`src/rtl/risc16_pkg.sv`:
```
// Shared register-file geometry and the writeback entry type for the risc16 core.
// Also holds the read-port bypass helper used by the writeback stage.
package risc16_pkg;

    localparam int REG_W      = 16;
    localparam int REG_ADDR_W = 3;
    localparam int NUM_REGS   = 8;

    typedef struct packed {
        logic [REG_ADDR_W-1:0] dest;
        logic [REG_W-1:0]      data;
    } wb_entry_t;

    // r0 is hard-wired, so a read of r0 never sees the write in flight.
    function automatic logic [REG_W-1:0] bypass(
        input logic                  write_en,
        input logic [REG_ADDR_W-1:0] write_dest,
        input logic [REG_W-1:0]      write_data,
        input logic [REG_ADDR_W-1:0] rd_addr,
        input logic [REG_W-1:0]      rf_data
    );
        if (write_en && (write_dest == rd_addr) && (rd_addr != '0))
            return write_data;
        return rf_data;
    endfunction

endpackage

```
`src/rtl/wb_load_fifo.sv`:
```
// Small FIFO buffering load results until the writeback arbiter pops them.
// Pointers carry an extra wrap bit so full and empty are distinguishable.
module wb_load_fifo
    import risc16_pkg::*;
#(
    parameter int  DEPTH   = 2,
    parameter type entry_t = wb_entry_t
) (
    input  logic   clk,
    input  logic   rst_n,
    input  logic   push,
    input  entry_t push_entry,
    input  logic   pop,
    output logic   full,
    output logic   empty,
    output entry_t head
);

    localparam int AW = $clog2(DEPTH);

    logic [AW:0] wr_ptr_reg;
    logic [AW:0] rd_ptr_reg;
    entry_t      mem [DEPTH];
    logic        push_ok;
    logic        pop_ok;

    assign full    = (wr_ptr_reg[AW-1:0] == rd_ptr_reg[AW-1:0]) &&
                     (wr_ptr_reg[AW] != rd_ptr_reg[AW]);
    assign empty   = (wr_ptr_reg == rd_ptr_reg);
    assign push_ok = push && !full;
    assign pop_ok  = pop && !empty;
    assign head    = mem[rd_ptr_reg[AW-1:0]];

    always_ff @(posedge clk or negedge rst_n) begin
        if (!rst_n) begin
            wr_ptr_reg <= '0;
            rd_ptr_reg <= '0;
        end else begin
            if (push_ok) wr_ptr_reg <= wr_ptr_reg + 1'b1;
            if (pop_ok)  rd_ptr_reg <= rd_ptr_reg + 1'b1;
        end
    end

    // Storage needs no reset: an entry is only visible once written.
    always_ff @(posedge clk) begin
        if (push_ok) mem[wr_ptr_reg[AW-1:0]] <= push_entry;
    end

endmodule

```
`src/rtl/gpr_writeback.sv`:
```
// Writeback stage: merges ALU and queued load results into one registered GPR write,
// tracks outstanding loads per register and bypasses the in-flight write to readers.
module gpr_writeback
    import risc16_pkg::*;
#(
    parameter int LQ_DEPTH   = 2,
    parameter int STARVE_MAX = 3
) (
    input  logic                  clk,
    input  logic                  rst_n,
    input  logic                  alu_valid,
    output logic                  alu_ready,
    input  logic [REG_ADDR_W-1:0] alu_dest,
    input  logic [REG_W-1:0]      alu_data,
    input  logic                  ld_valid,
    output logic                  ld_ready,
    input  logic [REG_ADDR_W-1:0] ld_dest,
    input  logic [REG_W-1:0]      ld_data,
    input  logic                  issue_ld,
    input  logic [REG_ADDR_W-1:0] issue_dest,
    output logic [NUM_REGS-1:0]   pending,
    output logic                  write_en,
    output logic [REG_ADDR_W-1:0] write_dest,
    output logic [REG_W-1:0]      write_data,
    input  logic [REG_ADDR_W-1:0] rd_addr_1,
    input  logic [REG_ADDR_W-1:0] rd_addr_2,
    input  logic [REG_W-1:0]      rf_data_1,
    input  logic [REG_W-1:0]      rf_data_2,
    output logic [REG_W-1:0]      fwd_data_1,
    output logic [REG_W-1:0]      fwd_data_2
);

    logic                  lq_push;
    logic                  lq_pop;
    logic                  lq_full;
    logic                  lq_empty;
    wb_entry_t             lq_head;
    wb_entry_t             ld_entry;
    wb_entry_t             sel_entry;
    logic                  sel_valid;
    logic                  starve;
    logic                  alu_take;
    logic [3:0]            wait_cnt_reg;
    logic [3:0]            wait_cnt_next;
    logic [NUM_REGS-1:0]   pending_reg;
    logic [NUM_REGS-1:0]   pending_next;
    logic                  write_en_reg;
    logic [REG_ADDR_W-1:0] write_dest_reg;
    logic [REG_W-1:0]      write_data_reg;

    assign ld_entry = '{dest: ld_dest, data: ld_data};
    assign lq_push  = ld_valid && !lq_full;
    assign ld_ready = !lq_full;

    wb_load_fifo #(
        .DEPTH   (LQ_DEPTH),
        .entry_t (wb_entry_t)
    ) u_load_fifo (
        .clk        (clk),
        .rst_n      (rst_n),
        .push       (lq_push),
        .push_entry (ld_entry),
        .pop        (lq_pop),
        .full       (lq_full),
        .empty      (lq_empty),
        .head       (lq_head)
    );

    // ALU has priority until the queue head has waited STARVE_MAX cycles.
    always_comb begin
        starve        = !lq_empty && (wait_cnt_reg >= 4'(STARVE_MAX));
        alu_ready     = !starve;
        alu_take      = alu_valid && !starve;
        lq_pop        = !alu_take && !lq_empty;
        sel_valid     = alu_take || lq_pop;
        sel_entry     = alu_take ? '{dest: alu_dest, data: alu_data} : lq_head;
        wait_cnt_next = wait_cnt_reg;
        if (lq_empty || lq_pop)
            wait_cnt_next = '0;
        else if (wait_cnt_reg != 4'hF)
            wait_cnt_next = wait_cnt_reg + 4'd1;
    end

    // A load committing and a reissue to the same register: the new set survives.
    genvar gi;
    generate
        for (gi = 0; gi < NUM_REGS; gi++) begin : g_sb
            if (gi == 0) begin : g_r0
                assign pending_next[gi] = 1'b0;
            end else begin : g_rn
                logic set_bit;
                logic clr_bit;
                assign set_bit = issue_ld && (issue_dest == REG_ADDR_W'(gi));
                assign clr_bit = lq_pop && (lq_head.dest == REG_ADDR_W'(gi));
                assign pending_next[gi] = set_bit || (pending_reg[gi] && !clr_bit);
            end
        end
    endgenerate

    always_ff @(posedge clk or negedge rst_n) begin
        if (!rst_n) begin
            wait_cnt_reg   <= '0;
            pending_reg    <= '0;
            write_en_reg   <= 1'b0;
            write_dest_reg <= '0;
            write_data_reg <= '0;
        end else begin
            wait_cnt_reg <= wait_cnt_next;
            pending_reg  <= pending_next;
            write_en_reg <= sel_valid && (sel_entry.dest != '0);
            if (sel_valid) begin
                write_dest_reg <= sel_entry.dest;
                write_data_reg <= sel_entry.data;
            end
        end
    end

    assign pending    = pending_reg;
    assign write_en   = write_en_reg;
    assign write_dest = write_dest_reg;
    assign write_data = write_data_reg;
    assign fwd_data_1 = bypass(write_en_reg, write_dest_reg, write_data_reg, rd_addr_1, rf_data_1);
    assign fwd_data_2 = bypass(write_en_reg, write_dest_reg, write_data_reg, rd_addr_2, rf_data_2);

endmodule

```
`config.mk`:
```
export PLATFORM = sky130hd
export DESIGN_NAME = gpr_writeback
export DESIGN_NICKNAME = d
export VERILOG_FILES = /design/src/rtl/risc16_pkg.sv /design/src/rtl/wb_load_fifo.sv /design/src/rtl/gpr_writeback.sv
export SDC_FILE = /design/constraint.sdc
export NUM_CORES = 1
export LEC_CHECK = 0
export CAP_MARGIN = 20
export CORE_AREA = 8 8 74 108
export DETAILED_ROUTE_END_ITERATION = 16
export DIE_AREA = 0 0 82 116
export DONT_BUFFER_PORTS = 1
export GPL_ROUTABILITY_DRIVEN = 0
export HOLD_SLACK_MARGIN = 0.02
export PLACE_DENSITY = 0.76
export SYNTH_ARGS = -nofsm -noshare
export SYNTH_HDL_FRONTEND = slang
export SYNTH_HIERARCHICAL = 1
export SYNTH_SLANG_ARGS = --single-unit
```
`constraint.sdc`:
```
create_clock -name clk -period 2.5 [get_ports clk]
set_input_delay 0.5 -clock clk [delete_from_list [all_inputs] [get_ports clk]]
set_output_delay 0.5 -clock clk [all_outputs]
set_load 0.005 [all_outputs]
```
==> results of run 1 <==
[where the power goes]
group | internal, W | switching, W
clock network | 0.000615 | 0.000407
registers | 0.00179 | 0.000385
logic | 0.000994 | 0.00119
total | 0.00340 | 0.00199
[layer usage]
metal  wire (µm)  GRT usage [%]  vias up
met4          94           5.88        0
met1        2870           17.7     1104
met3         924           7.61        7
met2        4690           32.4       95
met5           0              0        -
li1            -              -     1003
[worst register-to-register path, stage by stage, from the launching register on]
cell and delay, ps:
dfrtp_1 450, xnor2_1 320, nor2_1 130, nor2b_1 280, nand2_1 180, a21oi_2 160
buf_4 260
[worst max path at each step]
stage	slack, ps	startpoint	endpoint
floorplan	180	u_load_fifo/rd_ptr_reg[0]	u_load_fifo/mem[0][0]
global placement	330	rd_addr_2[1]	fwd_data_2[12]
detailed placement	290	rd_addr_2[1]	fwd_data_2[12]
CTS	20	write_dest[0]	fwd_data_2[12]
global route	-40	write_dest[1]	fwd_data_2[12]
finish	60	write_dest[1]	fwd_data_2[12]
[stage by stage]
step | area [µm²] | hold slack [ps]
2_1_floorplan | 3530 | 204
3_3_place_gp | 3640 | 206
3_5_place_dp | 3640 | 205
4_1_cts | 3890 | 235
5_1_grt | 3900 | 224
6_report | 3900 | 252
[cells in the mapped netlist, drive strengths merged]
cell | instances | share of area, %
nor3 | 4 | 0.57
o221a | 2 | 0.64
a21oi | 5 | 0.92
a31oi | 1 | 0.18
a2111oi | 1 | 0.78
a21boi | 1 | 0.21
nor2 | 6 | 0.71
conb | 1 | 0.11
o21ai | 5 | 0.82
o21a | 1 | 0.21
o2bb2ai | 5 | 1.2
nand3 | 3 | 0.43
edfxtp | 38 | 32
nor4b | 1 | 0.25
nand2 | 10 | 1.1
a211o | 1 | 0.25
ha | 1 | 0.36
o41ai | 1 | 0.25
o311ai | 1 | 0.25
nand4b | 1 | 0.25
nor3b | 1 | 0.36
xor2 | 4 | 1.2
mux2i | 4 | 1.1
o2111ai | 1 | 0.25
xnor2 | 4 | 0.99
or2 | 3 | 0.53
nand4 | 1 | 0.18
inv | 20 | 2.1
clkbuf | 7 | 0.75
nand3b | 1 | 0.21
nand2b | 3 | 0.53
nor2b | 3 | 0.53
a222oi | 16 | 4.5
o21bai | 2 | 0.43
buf | 8 | 2.0
mux2 | 52 | 17
o211ai | 1 | 0.21
dfrtp | 35 | 25
o31ai | 2 | 0.43
a221oi | 1 | 0.25
[area by class of cell]
cell class	instances	area [µm²]	area share (%)
timing repair buffer	15	135	3.46
clock buffer	13	159	4.07
clock inverter	3	63.8	1.64
inverter	20	75.1	1.92
multi-input combinational	152	1350	34.7
sequential	73	2020	51.8
tap	76	95.1	2.44
[repair_timing]
item / in CTS / in global routing
hold buffers: 2 / 0
resized for setup: 2 / 3
setup endpoints to repair: 16 / 26
hold endpoints to repair: 35 / 0
[placed cells by master, fill, tap and decap left out, types with 2 or more instances in the layout]
cell type	netlist	layout
a21oi_1	3	2
a21oi_2	2	3
a222oi_1	16	16
buf_4	3	11
buf_6	2	2
bufinv_16	0	2
clkbuf_1	7	2
clkbuf_8	0	11
conb_1	1	3
dfrtp_1	35	33
dfrtp_2	0	2
edfxtp_1	38	38
inv_1	20	19
mux2_1	10	10
mux2_2	42	42
mux2i_1	4	4
nand2_1	10	10
nand2b_1	3	3
nand3_1	3	3
nor2_1	5	5
nor2b_1	3	3
nor3_1	4	4
o21ai_1	3	3
o21bai_1	2	2
o221a_2	2	2
o2bb2ai_1	5	5
o31ai_1	2	2
or2_2	2	2
xnor2_1	4	4
xor2_1	3	3
[logic make-up (layout without fill, tap and decap cells)]
| kind of cell | count (synthesis) | in the layout | synth area share (%) |
|---|---|---|---|
| simple gates | 37 | 37 | 5.61 |
| xor+xnor | 8 | 8 | 2.20 |
| flops | 73 | 73 | 57.2 |
| fa+ha+maj | 1 | 1 | 0.355 |
| mux | 56 | 56 | 17.8 |
| buf+inv | 35 | 51 | 4.86 |
| other cells | 1 | 3 | 0.106 |
| compound gates | 47 | 47 | 11.9 |
==> metrics.yaml, run 1 <==
placement:
  io_buffers: 0
  dpl_worst_slack_ps: 288
  dp_hpwl_um: 6580
  placed_cells: 334
cts:
  ctsRootBufferMaster: "clkbuf_8"
  clkTransAtPathRegs_ps: 70
  cts.sinks: 73
  post_cts_buffers: 0
  cts_tree: "built"
  cts_buffers: 9
  insertion_delay_ps: 330
  htree_num_levels: 3
  cts_max_path_buffers: 2
synthesis:
  syn-instance-count: 258
  synthDistinctLibCells: 50
  synth_seq_cells: 73
  seq_area_frac_synth_pct: 57.2
  synth.avg_cell_area_um2: 13.7
  synth_warnings: 6
  synth_area_um2: 3520
critical_path:
  crit_chain: "inv_2 > o21ai_2 > a2111oi_4 > buf_6 > mux2_2"
  path_buf_inv: 2
  critPathMaxFanout: 11
  cp-end-kind: "output port"
  cp_top_family: "compound AO/OA/AOI/OAI gates"
  critical_path_depth: 5
  ff2ff_path_depth: 6
  reg2reg_slack_ps: 420
  max_stage_delay_ps: 410
  r2r-start: "u_load_fifo/rd_ptr_reg[1]"
  cp_slowest_cell: "dfrtp_1"
  start_kind: "flip-flop"
  required_ps: 2000
  r2r-end: "u_load_fifo/mem[1][7]"
  crit_arrival_ps: 1940
  path_class: "reg2out"
timing:
  hold_violations: 0
  fin_ws_ps: 56.1
  fin_crit_sh_pct: 97.8
  maxSlewViolCount: 0
  fmaxAchievable_mhz: 409
  setup_tns_ps: 0
  finalCriticalPeriod_ps: 2440
  rsz0062_at_grt: "yes"
  worst-slew-pin-transition_ps: 666
  finalSetupViolCount: 0
  maxSlewHeadroom_pct: 55.6
  clock_skew_ps: 7.07
power_and_ir_drop:
  power.leakage_nw: 1.50
  p_per_area_nw_per_um2: 1380
  ir_worst_vdd_mv: 0.722
  total_power_w: 0.00538
flow_run:
  cap_viol_max_count: 0
grt:
  grt.total_usage_pct: 18.0
  first_global_vias: 2485
  grt_max_degree: 36
  grt_pass1_wl_um: 12700
  antenna_found_initial: 0
  gr-total-overflow: 0
cells_and_area:
  utilization_pct: 61.0
  syn_to_final_growth_pct: 10.7
  fillers: 522
  drive_above_1_share_pct: 30.4
  diodes: 0
  largest_reg_flops: 38
  instances_no_fill: 352
  fin_nets: 356
hold_path:
  min_path_cells: 1
  hold_start: "issue_dest[0]"
  min_to: "pending[4]"
  hold_path_class: "in2reg"
floorplan:
  rows: 36
  die-area_um2: 9510
  die-height_um: 116
  die_w_um: 82
  io_pins: 146
  core_um2: 6400
  start_util_pct: 55.1
detailed_routing:
  drt_pass1_iterations: 4
  wire_per_inst_um: 24.4
  routed_wl_um: 8580
  vias: 2209
  drt_first_iter_violations: 169
  viasPerCell: 6.28
  drc: 0
  final_antenna_net_count: 0
outcome:
  run_status: "completed"
Power figures use the tool's default switching activity.
==> inputs of run 2 (changes only) <==
Settings changed: CTS_CLUSTER_DIAMETER set to 150, CTS_CLUSTER_SIZE set to 20.
==> results of run 2 <==
Same layout as run 1: the final DEF is identical, and so are final timing and power.
